[src/rtl/rv32i_pkg.sv]
// Shared definitions for the multicycle RV32I control path.
// Holds the opcode constants, the immediate-format codes (also decoded by the
// immediate extender), the datapath mux encodings and the control FSM states.
package rv32i_pkg;

    // Major opcodes (instr[6:0])
    localparam logic [6:0] OPC_LOAD   = 7'b0000011;
    localparam logic [6:0] OPC_STORE  = 7'b0100011;
    localparam logic [6:0] OPC_BRANCH = 7'b1100011;
    localparam logic [6:0] OPC_JALR   = 7'b1100111;
    localparam logic [6:0] OPC_JAL    = 7'b1101111;
    localparam logic [6:0] OPC_OP_IMM = 7'b0010011;
    localparam logic [6:0] OPC_OP     = 7'b0110011;
    localparam logic [6:0] OPC_LUI    = 7'b0110111;
    localparam logic [6:0] OPC_AUIPC  = 7'b0010111;
    localparam logic [6:0] OPC_FENCE  = 7'b0001111;

    // Immediate formats
    localparam logic [2:0] IMM_I = 3'd0;
    localparam logic [2:0] IMM_S = 3'd1;
    localparam logic [2:0] IMM_B = 3'd2;
    localparam logic [2:0] IMM_U = 3'd3;
    localparam logic [2:0] IMM_J = 3'd4;

    // Next-PC source
    localparam logic [1:0] PC_PLUS4 = 2'd0;
    localparam logic [1:0] PC_IMM   = 2'd1;
    localparam logic [1:0] PC_ALU   = 2'd2;

    // ALU operand selects
    localparam logic [1:0] A_RS1  = 2'd0;
    localparam logic [1:0] A_PC   = 2'd1;
    localparam logic [1:0] A_ZERO = 2'd2;
    localparam logic [1:0] B_RS2  = 2'd0;
    localparam logic [1:0] B_IMM  = 2'd1;

    // ALU operation class
    localparam logic [1:0] ALU_ADD = 2'd0;
    localparam logic [1:0] ALU_R   = 2'd1;
    localparam logic [1:0] ALU_I   = 2'd2;

    // Register writeback source
    localparam logic [1:0] WB_ALUOUT = 2'd0;
    localparam logic [1:0] WB_LOAD   = 2'd1;
    localparam logic [1:0] WB_PC4    = 2'd2;

    typedef enum logic [3:0] {
        ST_RST,
        ST_FETCH,
        ST_DECODE,
        ST_EXEC,
        ST_WB_ALU,
        ST_MEM_ADDR,
        ST_MEM_RD,
        ST_WB_MEM,
        ST_MEM_WR,
        ST_BRANCH,
        ST_JUMP,
        ST_TRAP
    } state_t;

    // Immediate format implied by the opcode; I is the harmless default for
    // formats that carry no immediate (OP, FENCE).
    function automatic logic [2:0] imm_sel_of(input logic [6:0] opcode);
        logic [2:0] sel;
        case (opcode)
            OPC_STORE:           sel = IMM_S;
            OPC_BRANCH:          sel = IMM_B;
            OPC_LUI, OPC_AUIPC:  sel = IMM_U;
            OPC_JAL:             sel = IMM_J;
            default:             sel = IMM_I;
        endcase
        return sel;
    endfunction

endpackage

[src/rtl/rv32i_instr_legal.sv]
// Combinational RV32I legality check on opcode / funct3 / funct7.
// Ports:
//   opcode  in  7  instr[6:0]
//   funct3  in  3  instr[14:12]
//   funct7  in  7  instr[31:25]
//   legal   out 1  1 = encoding is a supported RV32I instruction
// FENCE_NOP selects whether FENCE is accepted (as a NOP) or rejected.
module rv32i_instr_legal
    import rv32i_pkg::*;
#(
    parameter int FENCE_NOP = 1
) (
    input  logic [6:0] opcode,
    input  logic [2:0] funct3,
    input  logic [6:0] funct7,
    output logic       legal
);

    logic f7_zero;
    logic f7_alt;

    assign f7_zero = (funct7 == 7'b0000000);
    assign f7_alt  = (funct7 == 7'b0100000);

    always_comb begin
        legal = 1'b0;
        case (opcode)
            OPC_LUI, OPC_AUIPC, OPC_JAL: legal = 1'b1;
            OPC_JALR:   legal = (funct3 == 3'b000);
            OPC_BRANCH: legal = !(funct3 inside {3'b010, 3'b011});
            OPC_LOAD:   legal = !(funct3 inside {3'b011, 3'b110, 3'b111});
            OPC_STORE:  legal = (funct3 < 3'b011);
            // Only SUB and SRA use the alternate funct7.
            OPC_OP:     legal = f7_zero || (f7_alt && (funct3 inside {3'b000, 3'b101}));
            // Shift-immediates reuse funct7 as a qualifier; other funct3 values
            // carry immediate bits there.
            OPC_OP_IMM: begin
                if (funct3 == 3'b001)
                    legal = f7_zero;
                else if (funct3 == 3'b101)
                    legal = f7_zero || f7_alt;
                else
                    legal = 1'b1;
            end
            OPC_FENCE:  legal = (FENCE_NOP != 0);
            default:    legal = 1'b0;
        endcase
    end

endmodule

[src/rtl/rv32i_multicycle_ctrl.sv]
// Main control FSM of the multicycle RV32I core.
// Sequences FETCH / DECODE / EXEC / memory / writeback over a shared ALU and
// a shared memory port, flags illegal encodings and counts retirements.
// Ports:
//   clk, reset        clock (rising edge) and synchronous active-high reset
//   instr             IR contents, valid from DECODE onward
//   mem_ready         completes the memory access of the current cycle
//   br_taken          branch comparator result, used in BRANCH
//   ir_write, pc_write, pc_src            IR / PC update controls
//   mem_req, mem_we, mem_addr_src         memory port controls
//   alu_a_sel, alu_b_sel, alu_op          ALU operand / operation selects
//   imm_sel                               immediate format for the extender
//   wb_sel, reg_write                     register writeback controls
//   illegal                               sticky illegal-instruction flag
//   instret                               retired-instruction counter
module rv32i_multicycle_ctrl
    import rv32i_pkg::*;
#(
    parameter int CNT_W     = 32,
    parameter int FENCE_NOP = 1
) (
    input  logic             clk,
    input  logic             reset,
    input  logic [31:0]      instr,
    input  logic             mem_ready,
    input  logic             br_taken,
    output logic             ir_write,
    output logic             pc_write,
    output logic [1:0]       pc_src,
    output logic             mem_req,
    output logic             mem_we,
    output logic             mem_addr_src,
    output logic [1:0]       alu_a_sel,
    output logic [1:0]       alu_b_sel,
    output logic [1:0]       alu_op,
    output logic [2:0]       imm_sel,
    output logic [1:0]       wb_sel,
    output logic             reg_write,
    output logic             illegal,
    output logic [CNT_W-1:0] instret
);

    state_t     state;
    state_t     next_state;
    logic [6:0] opcode;
    logic [2:0] funct3;
    logic [6:0] funct7;
    logic       legal;
    logic       retire;
    logic       unused_instr_bits;

    assign opcode = instr[6:0];
    assign funct3 = instr[14:12];
    assign funct7 = instr[31:25];
    // Register and immediate fields belong to the datapath, not to control.
    assign unused_instr_bits = ^{instr[24:15], instr[11:7]};

    rv32i_instr_legal #(
        .FENCE_NOP (FENCE_NOP)
    ) u_legal (
        .opcode (opcode),
        .funct3 (funct3),
        .funct7 (funct7),
        .legal  (legal)
    );

    always_ff @(posedge clk) begin
        if (reset) begin
            state   <= ST_RST;
            illegal <= 1'b0;
            instret <= '0;
        end else begin
            state <= next_state;
            if (next_state == ST_TRAP)
                illegal <= 1'b1;
            if (retire)
                instret <= instret + 1'b1;
        end
    end

    always_comb begin
        next_state   = state;
        retire       = 1'b0;
        ir_write     = 1'b0;
        pc_write     = 1'b0;
        pc_src       = PC_PLUS4;
        mem_req      = 1'b0;
        mem_we       = 1'b0;
        mem_addr_src = 1'b0;
        alu_a_sel    = A_RS1;
        alu_b_sel    = B_RS2;
        alu_op       = ALU_ADD;
        imm_sel      = IMM_I;
        wb_sel       = WB_ALUOUT;
        reg_write    = 1'b0;

        // Reset gates every strobe combinationally so an abandoned
        // instruction cannot commit anything in the reset cycle itself.
        if (!reset) begin
            case (state)
                ST_RST: next_state = ST_FETCH;

                ST_FETCH: begin
                    mem_req = 1'b1;
                    if (mem_ready) begin
                        ir_write   = 1'b1;
                        next_state = ST_DECODE;
                    end
                end

                ST_DECODE: begin
                    imm_sel = imm_sel_of(opcode);
                    if (!legal) begin
                        next_state = ST_TRAP;
                    end else begin
                        case (opcode)
                            OPC_OP, OPC_OP_IMM, OPC_LUI, OPC_AUIPC: next_state = ST_EXEC;
                            OPC_LOAD, OPC_STORE:                   next_state = ST_MEM_ADDR;
                            OPC_BRANCH:                            next_state = ST_BRANCH;
                            OPC_JAL, OPC_JALR:                     next_state = ST_JUMP;
                            OPC_FENCE: begin
                                pc_write   = 1'b1;
                                pc_src     = PC_PLUS4;
                                retire     = 1'b1;
                                next_state = ST_FETCH;
                            end
                            default:                               next_state = ST_TRAP;
                        endcase
                    end
                end

                ST_EXEC: begin
                    imm_sel = imm_sel_of(opcode);
                    case (opcode)
                        OPC_OP: begin
                            alu_a_sel = A_RS1;
                            alu_b_sel = B_RS2;
                            alu_op    = ALU_R;
                        end
                        OPC_OP_IMM: begin
                            alu_a_sel = A_RS1;
                            alu_b_sel = B_IMM;
                            alu_op    = ALU_I;
                        end
                        OPC_LUI: begin
                            alu_a_sel = A_ZERO;
                            alu_b_sel = B_IMM;
                        end
                        OPC_AUIPC: begin
                            alu_a_sel = A_PC;
                            alu_b_sel = B_IMM;
                        end
                        default: ;
                    endcase
                    next_state = ST_WB_ALU;
                end

                ST_WB_ALU: begin
                    reg_write  = 1'b1;
                    wb_sel     = WB_ALUOUT;
                    pc_write   = 1'b1;
                    retire     = 1'b1;
                    next_state = ST_FETCH;
                end

                ST_MEM_ADDR: begin
                    imm_sel    = imm_sel_of(opcode);
                    alu_a_sel  = A_RS1;
                    alu_b_sel  = B_IMM;
                    next_state = (opcode == OPC_STORE) ? ST_MEM_WR : ST_MEM_RD;
                end

                ST_MEM_RD: begin
                    mem_req      = 1'b1;
                    mem_addr_src = 1'b1;
                    if (mem_ready)
                        next_state = ST_WB_MEM;
                end

                ST_WB_MEM: begin
                    reg_write  = 1'b1;
                    wb_sel     = WB_LOAD;
                    pc_write   = 1'b1;
                    retire     = 1'b1;
                    next_state = ST_FETCH;
                end

                ST_MEM_WR: begin
                    mem_req      = 1'b1;
                    mem_we       = 1'b1;
                    mem_addr_src = 1'b1;
                    if (mem_ready) begin
                        pc_write   = 1'b1;
                        retire     = 1'b1;
                        next_state = ST_FETCH;
                    end
                end

                ST_BRANCH: begin
                    imm_sel    = IMM_B;
                    pc_write   = 1'b1;
                    pc_src     = br_taken ? PC_IMM : PC_PLUS4;
                    retire     = 1'b1;
                    next_state = ST_FETCH;
                end

                ST_JUMP: begin
                    reg_write = 1'b1;
                    wb_sel    = WB_PC4;
                    pc_write  = 1'b1;
                    retire    = 1'b1;
                    if (opcode == OPC_JALR) begin
                        imm_sel   = IMM_I;
                        alu_a_sel = A_RS1;
                        alu_b_sel = B_IMM;
                        pc_src    = PC_ALU;
                    end else begin
                        imm_sel = IMM_J;
                        pc_src  = PC_IMM;
                    end
                    next_state = ST_FETCH;
                end

                // Parked with every request and write deasserted until reset.
                ST_TRAP: next_state = ST_TRAP;

                default: next_state = ST_RST;
            endcase
        end
    end

endmodule

[config.mk]
export PLATFORM = sky130hd
export DESIGN_NAME = rv32i_multicycle_ctrl
export DESIGN_NICKNAME = d
export VERILOG_FILES = /design/src/rtl/rv32i_pkg.sv /design/src/rtl/rv32i_instr_legal.sv /design/src/rtl/rv32i_multicycle_ctrl.sv
export SDC_FILE = /design/constraint.sdc
export NUM_CORES = 1
export LEC_CHECK = 0
export CAP_MARGIN = 20
export CORE_ASPECT_RATIO = 0.75
export CORE_MARGIN = 5
export CORE_UTILIZATION = 41
export DETAILED_ROUTE_END_ITERATION = 16
export GPL_ROUTABILITY_DRIVEN = 0
export HOLD_SLACK_MARGIN = 0.08
export PLACE_DENSITY = 0.86
export SYNTH_ARGS = -nofsm -noshare
export SYNTH_HDL_FRONTEND = slang
export SYNTH_SLANG_ARGS = --single-unit
[constraint.sdc]
create_clock -name clk -period 1.8 [get_ports clk]
set_input_delay 0.36 -clock clk [delete_from_list [all_inputs] [get_ports clk]]
set_output_delay 0.36 -clock clk [all_outputs]
set_load 0.1 [all_outputs]
==> summary.txt <==
Finish
  – Layout cells sized above 1: 66.7%
  – # diodes: 0
  – Non-filler cells, final: 570
  – Filler instances: 115
  – Nets: 528
  – P&R area growth vs syn: 126%

STA
  – Min Hold Slack: between 0.5 and 0.6 ns
  – Final WS setup: -0.514 ns
  – Crit share post-route: 129%
  – Slew Limit Fails: 0
  – Setup-failing EPs final: 54
  – Period minus WS final: around 2.3 ns
  – Least-Margin Pin Slew: 0.550 ns
  – RSZ-0062 raised after global routing: true
  – Rel. slew slack: 63.3%
  – Final Hold Fails: 0
  – Sum of negative setup slack: -17.75 ns
  – Clk_skew: 0.0234 ns
  – Fmax: about 430 MHz

Run status
  – Failing checks: setup timing
  – Status: finished, violations left

Global route
  – Largest net degree at the start of global routing: 16
  – First-pass GRT wire length: 23400 um
  – Initial antenna violation count: 0
  – Vias in the first global route: a little under 4000
  – GR Overflow Total: 0
  – Total GRT Usage: 39.0%

Synth
  – Syn Area/Cell: approximately 7.6 sq um
  – Post-synthesis sequential area ratio: 29.9%
  – Register bit total from synthesis: 37
  – Distinct cells, synth: 57
  – Post-Syn Nets: ~360
  – Yosys Warn Count: 0
  – Syn Std Cell Area: 2480 sq um
  – Top_reg_cell synth: dfxtp_1
  – Mapped Cells: between 300 and 400
  – Ys async rst share: 0%
  – Post-synth EDFFs: 0

Clock tree
  – CTS tree: done
  – CTS root buf: clkbuf_8
  – Cts bufs inserted: 5
  – CTS sink cnt: 37
  – Clock buffer depth: 2
  – Clk Latency, worst-skew pair: 0.33 ns
  – CTS H-Tree Depth: 2
  – CTS clk-pin slew, worst paths: 0.09 ns

Critical path
  – CP Launch Type: flop
  – CP Max Fanout: 4
  – CP endpoint kind: output port
  – Arr. time, crit path: just under 2 ns
  – Required time worst endpoint: ~1.4 ns
  – Crit Path Class: flop to output port

Place
  – Final HPWL DP: 8090 um
  – I/O Buffers: 71
  – DP Cell Count: just over 500

Routing
  – Wire per inst: 33.2 um
  – Via count: 4262
  – # DRC: 0
  – DRT Pass-1 Iters: 7
  – Post-Route WL: roughly 19000 um
  – Post-route ant nets: 0
  – First DRT Iteration DRCs: roughly 770
  – Vias per cell: 7.48

Floorplanning
  – Die ar.: 7710 sq um
  – Die height: about 77 um
  – Site row count: 24
  – DIE WIDTH: 99.7 um
  – Starting density of the core: around 43%
  – # IOs: 88
  – Core Area: 5830 sq um

Hold path
  – Min-delay worst type: input pin to flop

Power
  – Pwr Total: 2.27 mW
  – Pwr/cell area: 406 nW/um^2
  – P_leak: 2.27 nW
  – Peak VDD IR: 0.000614 V

Job
  – Max-cap violations: 0
[sequential cells by signal, indices dropped and copies added (netlist names)]
| register | cells |
|---|---|
| state | 4 |
| instret | 32 |
| illegal | 1 |
[Yosys cell counts, types with 3 or more instances]
master,number,area (sq um)
o21ai_0,16,80.1
nor2b_1,9,56.3
nor3_1,9,45.0
nand2_1,34,128
or3_1,11,68.8
buf_1,4,15.0
dfxtp_1,37,741
or4_1,5,37.5
buf_2,5,25.0
nand4_1,13,81.3
nand2b_1,4,25.0
xnor2_1,6,52.6
o211ai_1,5,37.5
nand3_1,15,75.1
clkbuf_1,7,26.3
xor2_1,15,131
and3_1,9,56.3
nor2_1,36,135
and4_1,6,52.6
inv_1,8,30.0
a21oi_1,19,95.1
nand3b_1,3,22.5
[metrics by stage]
step                      area, sq um  setup WS, ns  utilization, %
after floorplan                  2850        -0.504               -
after global placement           4500        -0.615            77.2
after detailed placement         4500        -0.768            77.2
after CTS                        5220        -0.386            89.5
after global routing             5610        -0.545            96.2
final                            5610        -0.514            96.2
[critical path, stage by stage, from the launching register on]
cell and delay (ns):
dfxtp_4 0.37, buf_6 0.13, nor3b_4 0.26, buf_6 0.14, nand2_4 0.06, nor2_4 0.23
inv_2 0.08, o21ai_4 0.17, buf_12 0.19
[layer usage]
metal | GRT usage [%] | part of all wire [%] | vias up
li1 | - | - | 1518
met1 | 48.7 | 33 | 1919
met2 | 60.7 | 42 | 587
met3 | 12.6 | 15 | 238
met4 | 18.8 | 10 | 0
met5 | 0 | 0 | -
[final cells by class]
class / count / area (sq um) / area share (%)
Sequential cell: 37 / 833 / 14.9
Tap cell: 78 / 97.6 / 1.74
Timing Repair Buffer: 177 / 2140 / 38.2
Multi-Input combinational cell: 262 / 2400 / 42.8
Inverter: 8 / 36.3 / 0.647
Clock buffer: 7 / 86.3 / 1.54
Clock inverter: 1 / 7.51 / 0.134
[logic make-up (layout without fill, tap and decap cells)]
logic type	Yosys count	count (layout)	synth area share, %
simple gates	175	176	40.5
compound gates	63	63	16.5
buf+inv	27	193	4.95
flops	37	37	29.9
fa+ha+maj	1	1	0.505
other cells	1	1	0.151
xor+xnor	21	21	7.43
[timing repair]
| item | 4_1_cts | 5_1_grt |
|---|---|---|
| cloned | 3 | 0 |
| endpoints found under the setup margin | 53 | 54 |
| gates resized for setup | 112 | 87 |
| buffers inserted | 29 | 18 |
| hold buffers | 0 | 0 |
| pin swaps | 48 | 39 |
[report_power, final]
| group | switching (mW) | leakage (nW) | internal (mW) |
|---|---|---|---|
| combinational | 0.449 | 1.91 | 0.312 |
| clock | 0.374 | 0.0445 | 0.313 |
| sequential | 0.0244 | 0.321 | 0.802 |
| total | 0.847 | 2.27 | 1.43 |
[cell usage in the layout (no fill, tap or decap), types with 6 or more instances in the layout]
cell type / n
buf_4: 79
buf_12: 53
nand2_1: 23
buf_6: 22
nor2_1: 21
dfxtp_4: 21
nand4_1: 13
xor2_1: 11
dfxtp_2: 11
nor2_4: 10
nand3_1: 9
a21oi_2: 9
or3_4: 8
nor3_4: 7
o21ai_1: 7
nand2_2: 6
and3_1: 6
clkbuf_8: 6
buf_8: 6
[final timing paths]
kind | endpoint | start | cells after the start | slack, ns
max reg2reg | instret[31] | state[2] | 9 | -0.45
min reg2reg | instret[1] | instret[1] | 2 | 0.56
max | pc_src[0] | state[2] | 8 | -0.51
min | instret[21] | reset | 3 | 0.51
(Power assumes the default switching activity.)
